**src/rtl/nibble_serial_add_if.sv**
```systemverilog
// Handshake and adder-side bundle for the nibble-serial add sequencer.
// The slave side is the sequencer; the master side is the producer/consumer plus the 4-bit adder.
interface nibble_serial_add_if #(
  parameter int NIBBLES = 4
);
  localparam int W = 4 * NIBBLES;

  logic         in_valid;
  logic         in_ready;
  logic [W-1:0] in_a;
  logic [W-1:0] in_b;
  logic         in_cin;
  logic [3:0]   add_a;
  logic [3:0]   add_b;
  logic         add_cin;
  logic [4:0]   add_s;
  logic         out_valid;
  logic         out_ready;
  logic [W:0]   out_sum;

  modport master (
    output in_valid, in_a, in_b, in_cin, out_ready, add_s,
    input  in_ready, out_valid, out_sum, add_a, add_b, add_cin
  );

  modport slave (
    input  in_valid, in_a, in_b, in_cin, out_ready, add_s,
    output in_ready, out_valid, out_sum, add_a, add_b, add_cin
  );
endinterface

```
**src/rtl/nibble_serial_add_ctrl.sv**
```systemverilog
// Nibble-serial sequencer around an external combinational 4-bit adder:
// one nibble pair per cycle, LSB first, carry kept in a register between nibbles.
//
// state | meaning
// IDLE  | waiting for an operand pair (in_ready=1)
// RUN   | one nibble per cycle through the external adder
// DONE  | result presented until downstream accepts it
module nibble_serial_add_ctrl #(
  parameter int NIBBLES = 4
) (
  input logic                clk,
  input logic                rst_n,
  nibble_serial_add_if.slave bus
);
  localparam int W  = 4 * NIBBLES;
  localparam int CW = (NIBBLES > 1) ? $clog2(NIBBLES) : 1;

  typedef enum logic [1:0] {IDLE, RUN, DONE} state_t;

  state_t        state, state_nx;
  logic [CW-1:0] cnt;
  logic          carry;
  logic [W-1:0]  a_reg, b_reg;
  logic [W:0]    sum_reg;
  logic          last;

  assign last        = (cnt == CW'(NIBBLES - 1));
  assign bus.out_sum = sum_reg;

  always_ff @(posedge clk or negedge rst_n) begin
    if (!rst_n) state <= IDLE;
    else        state <= state_nx;
  end

  always_comb begin
    state_nx      = state;
    bus.in_ready  = 1'b0;
    bus.out_valid = 1'b0;
    bus.add_a     = 4'h0;
    bus.add_b     = 4'h0;
    bus.add_cin   = 1'b0;
    case (state)
      IDLE: begin
        bus.in_ready = 1'b1;
        if (bus.in_valid) state_nx = RUN;
      end
      RUN: begin
        bus.add_a   = a_reg[4*cnt +: 4];
        bus.add_b   = b_reg[4*cnt +: 4];
        bus.add_cin = carry;
        if (last) state_nx = DONE;
      end
      DONE: begin
        bus.out_valid = 1'b1;
        if (bus.out_ready) state_nx = IDLE;
      end
      default: state_nx = IDLE;
    endcase
  end

  // Operands are captured only at acceptance, so later input changes cannot leak in.
  always_ff @(posedge clk or negedge rst_n) begin
    if (!rst_n) begin
      cnt     <= '0;
      carry   <= 1'b0;
      a_reg   <= '0;
      b_reg   <= '0;
      sum_reg <= '0;
    end else begin
      if (state == IDLE && bus.in_valid) begin
        a_reg <= bus.in_a;
        b_reg <= bus.in_b;
        carry <= bus.in_cin;
        cnt   <= '0;
      end else if (state == RUN) begin
        sum_reg[4*cnt +: 4] <= bus.add_s[3:0];
        carry               <= bus.add_s[4];
        cnt                 <= cnt + CW'(1);
        if (last) sum_reg[W] <= bus.add_s[4];
      end
    end
  end
endmodule

```
**src/flat_wrapper.sv**
```systemverilog
// flat-port wrapper written by rule: the top's interface ports become plain ports
module nibble_serial_add_ctrl_flat 
#(
  parameter int NIBBLES = 4
)
  (clk, rst_n, bus_in_valid, bus_in_a, bus_in_b, bus_in_cin, bus_out_ready, bus_add_s, bus_in_ready, bus_out_valid, bus_out_sum, bus_add_a, bus_add_b, bus_add_cin);
  nibble_serial_add_if #(.NIBBLES(NIBBLES)) bus_i ();
  input logic clk;
  input logic rst_n;
  input wire logic [$bits(bus_i.in_valid)-1:0] bus_in_valid;
  input wire logic [$bits(bus_i.in_a)-1:0] bus_in_a;
  input wire logic [$bits(bus_i.in_b)-1:0] bus_in_b;
  input wire logic [$bits(bus_i.in_cin)-1:0] bus_in_cin;
  input wire logic [$bits(bus_i.out_ready)-1:0] bus_out_ready;
  input wire logic [$bits(bus_i.add_s)-1:0] bus_add_s;
  output wire logic [$bits(bus_i.in_ready)-1:0] bus_in_ready;
  output wire logic [$bits(bus_i.out_valid)-1:0] bus_out_valid;
  output wire logic [$bits(bus_i.out_sum)-1:0] bus_out_sum;
  output wire logic [$bits(bus_i.add_a)-1:0] bus_add_a;
  output wire logic [$bits(bus_i.add_b)-1:0] bus_add_b;
  output wire logic [$bits(bus_i.add_cin)-1:0] bus_add_cin;
  assign bus_i.in_valid = bus_in_valid;
  assign bus_i.in_a = bus_in_a;
  assign bus_i.in_b = bus_in_b;
  assign bus_i.in_cin = bus_in_cin;
  assign bus_i.out_ready = bus_out_ready;
  assign bus_i.add_s = bus_add_s;
  assign bus_in_ready = bus_i.in_ready;
  assign bus_out_valid = bus_i.out_valid;
  assign bus_out_sum = bus_i.out_sum;
  assign bus_add_a = bus_i.add_a;
  assign bus_add_b = bus_i.add_b;
  assign bus_add_cin = bus_i.add_cin;
  nibble_serial_add_ctrl #(.NIBBLES(NIBBLES)) u_core (.clk(clk), .rst_n(rst_n), .bus(bus_i));
endmodule
```
**config.mk**
```make
export PLATFORM = sky130hd
export DESIGN_NAME = nibble_serial_add_ctrl_flat
export DESIGN_NICKNAME = d
export VERILOG_FILES = /design/src/rtl/nibble_serial_add_if.sv /design/src/rtl/nibble_serial_add_ctrl.sv /design/src/flat_wrapper.sv
export SDC_FILE = /design/constraint.sdc
export NUM_CORES = 1
export LEC_CHECK = 0
export CORE_MARGIN = 5
export CORE_UTILIZATION = 48
export CTS_CLUSTER_SIZE = 8
export DETAILED_ROUTE_END_ITERATION = 12
export PLACE_DENSITY = 0.88
export SYNTH_ARGS = -nofsm -noshare
export SYNTH_HDL_FRONTEND = slang
export SYNTH_SLANG_ARGS = --single-unit
```
**constraint.sdc**
```tcl
create_clock -name clk -period 2.8 [get_ports clk]
set_input_delay 0.84 -clock clk [delete_from_list [all_inputs] [get_ports clk]]
set_output_delay 0.84 -clock clk [all_outputs]
set_load 0.005 [all_outputs]
```
Word-level counts from Yosys, hierarchy flattened

Cells that the tools add are included.

Eq/ne operators: 6
Bitwise operators: 1
Mux-type cells: 15
$add $sub $neg: 2
Reductions and logical operators: 5
Shift operators: 4

Operators by type and width:

| cell                    | number |
|---|---|
| $neg 4->34              | 1 |
| $shift 4x34->17 const A | 1 |
| $shiftx 4x34->17        | 1 |
| $shiftx 16x5->4         | 2 |
| $bwmux 17               | 1 |
| $mux 2                  | 5 |
| $mux 4                  | 2 |
| $mux 1                  | 6 |
| $pmux 2 s3              | 1 |
| $eq 2x2->1 const B      | 2 |
| $ne 2x2->1 const B      | 2 |
| $reduce_and 3->1        | 1 |
| $add 2x1->2 const B     | 1 |
| $eq 2x1->1 const B      | 1 |
| $logic_not 2->1         | 1 |
| $ne 2x1->1 const B      | 1 |
| $reduce_and 2->1        | 1 |
| $reduce_bool 2->1       | 1 |
| $logic_and 1x1->1       | 1 |
| $not 1->1               | 1 |

Word-level logic and storage cells: 39
Register bits: 54
Output and inout port bits: 28
Bits of input ports: 42

Logic depth before layout (Yosys ltp)

Depth after elaboration: 4
Mapped depth: 7
Gate-level depth less buffers: 5

Least setup slack after synthesis

No wires, ideal clock.

Kind: reg2out
From: reg u_core.cnt[0]
To: out bus_add_a[2]
Buffers on the path: 2
Slack: 0.676 ns
Required time: 1.960 ns
Cell stages (with the launch flop): 5
Data arrival time: 1.284 ns
Path through: dfrtp_1 buf_6 buf_12 mux4_2 and2_1

Cells in the longest elaborated chain, start to end: 2

RTL lines:

| item                   | line                         | text |
|---|---|---|
| from (decl)            | nibble_serial_add_ctrl.sv:21 | `logic [CW-1:0] cnt;` |
| from (signal assigned) | nibble_serial_add_ctrl.sv:78 | `cnt <= cnt + CW'(1);` |
| $shiftx 16x5->4        | nibble_serial_add_ctrl.sv:48 | `bus.add_a = a_reg[4*cnt +: 4];` |
| $mux 4                 | nibble_serial_add_ctrl.sv:42 | `case (state)` |
| to (decl)              | flat_wrapper.sv:19           | `output wire logic [$bits(bus_i.add_a)-1:0] bus_add_a;` |

No other way between the ends.

Worst setup path after layout

From: reg u_core.cnt[0]
To: out bus_add_a[1]

The elaborated chain is that of the path after synthesis.

==> run_results.csv <==
group,metric,value,unit
outcome,status,"completed",
critical_path,setup.worst_path.class,"reg2out",
sta,worst_slew_margin_rel,0.716,
detailed_routing,route.detailed.drc,0,
floorplanning,total_die_area,0.00692,mm2
detailed_routing,routedWlPerCell,14.1,um
floorplanning,die-width,83.2,um
logic_synthesis,synth-edff-count,0,
detailed_routing,route.antenna.remaining_nets,0,
critical_path,ff2ff_path_depth,7,
critical_path,critical_path.max_fanout,7,
logic_synthesis,ys_top_cells_by_count,"113 x nand2_1, 54 x dfrtp_1, 13 x o31ai_1, 9 x and2_1, 7 x ha_1",
global_routing,grt_first_pass_wirelength,9370,um
min_path,hold_path_class,"in2async",
critical_path,worst_path_largest_cell_delay,520,ps
placed_design,gp_congestion,0.803,
clocking,clock_tree.htree_level_count,2,
logic_synthesis,net_count_of_the_mapped_netlist,298,
global_routing,grt_pass1_vias,2027,
run,max_cap_viol_count,0,
floorplanning,placement_rows,26,
logic_synthesis,yosys.cell_count.top_type,"nand2_1",
pwr,worst_ir_drop_vdd,517,uV
sta,final_min_period_over_clock_period,0.976,
global_routing,globalRoute.totalOverflow,0,
sta,min_period,2730,ps
clocking,cts.clk_slew.worst_paths,110,ps
clocking,clock_latency,310,ps
logic_synthesis,synth_top_area_cell,"dfrtp_1",
pwr,p_leak,1.71,nW
floorplanning,start_util,0.497,
detailed_routing,detail_route.iter0.violations,77,
sta,finalHoldViolations,0,
sta,fin_tns_setup,0,ps
detailed_routing,drt_wl_total,5590,um
logic_synthesis,ys_async_rst_share,1.00,
critical_path,timing.critical_path.arrival,1890,ps
clocking,cts_buffers,5,
cells_and_area,nets,376,
clocking,cts.path.max_buffers,2,
critical_path,critical_path.startpoint_type,"flop",
critical_path,r2r_slack,740,ps
placed_design,hpwlAfterDp,4130,um
logic_synthesis,number_of_storage_elements_in_the_synthesis_netlist,54,
global_routing,grt_usage,0.165,
floorplanning,coreArea,0.00517,mm2
detailed_routing,via_per_inst,5.02,
logic_synthesis,synth_top_cell_area_share,0.525,
logic_synthesis,synthesis.yosys.warnings,0,
cells_and_area,area_growth_syn_to_layout,34.1,%
logic_synthesis,syn-cell-area,0.00257,mm2
global_routing,grt_max_degree,36,
critical_path,data_required_time_of_the_worst_path,1960,ps
cells_and_area,final.fill_count,404,
logic_synthesis,synthTopCellsByArea,"dfrtp_1 53%, nand2_1 16%, mux4_1 4.1%",
sta,finalSetupViolCount,0,
cells_and_area,largest_register_ff_count,17,
clocking,clock_sink_count,54,
sta,fmax,366,MHz
critical_path,worst_r2r_endpoint,"u_core.bus.out_sum[16]$_DFFE_PN0P_",
sta,tightest_slew,424,ps
global_routing,initial_antenna_violation_count,0,
clocking,cts_tree,"yes",
detailed_routing,vias,1997,
pwr,power_density,1020,mW/mm2
cells_and_area,total_inserted_antenna_cells,0,
logic_synthesis,synthCells,249,
floorplanning,dieHeight,83.2,um
logic_synthesis,synth_sequential_area_ratio,0.525,
placed_design,port_buffers,69,
critical_path,cells_along_the_critical_path,"buf_6 > buf_4 > mux4_1 > and2_1 > dlygate4sd2_1",
floorplanning,top_level_ports,70,
sta,clock_skew,13.1,ps
critical_path,r2r-start,"u_core.cnt[0]$_DFFE_PN0P_",
cells_and_area,drive_above_1_share,0.107,
logic_synthesis,synth_area_per_cell,10.3,um2
logic_synthesis,ys.flop_type,"dfrtp_1",
cells_and_area,utilization,0.667,
critical_path,critical_path.slowest_cell,"mux4_1",
logic_synthesis,synth.lib_cells_used.distinct,29,
critical_path,worstSetupEndpointType,"output port",
clocking,clock_tree.root_cell,"clkbuf_8",
sta,timing_max_transition_violations_final,0,
detailed_routing,first_pass_iters,4,
-- what timing repair did --
item / 4_1_cts / 5_1_grt
resized for setup: 6 / 6
buffers inserted: 2 / 3
endpoints found under the setup margin: 8 / 6
hold buffers: 0 / 0
-- worst max-delay path by stage --
stage                        end  cells past startpoint  slack [ps]                      start
detailed placement  bus_add_a[0]                      4         280  u_core.cnt[0]$_DFFE_PN0P_
finish              bus_add_a[1]                      5          70  u_core.cnt[0]$_DFFE_PN0P_
global route        bus_add_b[3]                      5          -9  u_core.cnt[0]$_DFFE_PN0P_
floorplan           bus_add_a[2]                      4         680  u_core.cnt[0]$_DFFE_PN0P_
CTS                 bus_add_a[2]                      4           8  u_core.cnt[0]$_DFFE_PN0P_
global placement    bus_add_b[3]                      4         290  u_core.cnt[0]$_DFFE_PN0P_
-- cell type report --
type	count	area [um2]	share of cell area
clock buffer	5	68.8	0.0199
clock inverter	3	26.3	0.00761
inverter	3	11.3	0.00326
multi-input combinational	179	1100	0.318
sequential	54	1350	0.392
tap	70	87.6	0.0254
timing repair buffer	84	807	0.234
-- per-stage QoR --
step	instances	worst slack (ps)	cell area [um2]	hold WS (ps)	total power, mW
6_report	398	66.1	3450	420	3.51
2_1_floorplan	249	676	2570	437	2.38
4_1_cts	395	8.20	3420	422	3.51
3_5_place_dp	385	283	3310	455	3.07
3_3_place_gp	385	289	3310	451	2.99
5_1_grt	398	-9.07	3450	431	3.80
-- critical path, delay by kind of cell (launching register included) --
family                 cells  cell delay, ps
muxes                      1             520
and+or+nand+nor            1             180
buffers and inverters      3             510
DFF                        1             370
-- layout by cell type (no fill, tap or decap), types with 2 or more instances in the layout --
| master | instances |
|---|---|
| and2_1 | 8 |
| mux4_2 | 5 |
| clkdlybuf4s50_1 | 60 |
| inv_1 | 3 |
| buf_4 | 14 |
| nor2b_1 | 2 |
| ha_1 | 7 |
| mux4_1 | 3 |
| dlygate4sd2_1 | 4 |
| nand3b_1 | 3 |
| nand3_1 | 2 |
| a22o_1 | 5 |
| nand2b_1 | 5 |
| nand2_1 | 113 |
| clkinv_4 | 3 |
| dlymetal6s2s_1 | 4 |
| dfrtp_1 | 53 |
| o21ai_0 | 2 |
| clkbuf_8 | 5 |
| o31ai_1 | 13 |
-- cell families after synthesis --
kind of cell             after synthesis  synth area share
AO/OA/AOI/OAI                         22            0.0637
adder cells (fa/ha/maj)                7            0.0340
buffers and inverters                 16            0.0501
flip-flops                            54             0.525
multiplexers                           9            0.0803
AND/OR/NAND/NOR                      141             0.247
-- where the power goes --
group | switching [mW] | internal, mW | total, mW
Clock | 0.265 | 0.181 | 0.446
Sequential | 0.208 | 1.13 | 1.34
Combinational | 0.796 | 0.935 | 1.73
Total | 1.27 | 2.24 | 3.51
-- routing by layer --
metal  global-route usage  vias up  share of wire
met4               0.0565        0         0.0098
met3               0.0416        5          0.076
met2                0.277       70           0.48
met5                    0        -              0
met1                0.208      946           0.43
li1                     -      976              -
Note: power is estimated with default switching activity, not from simulation.
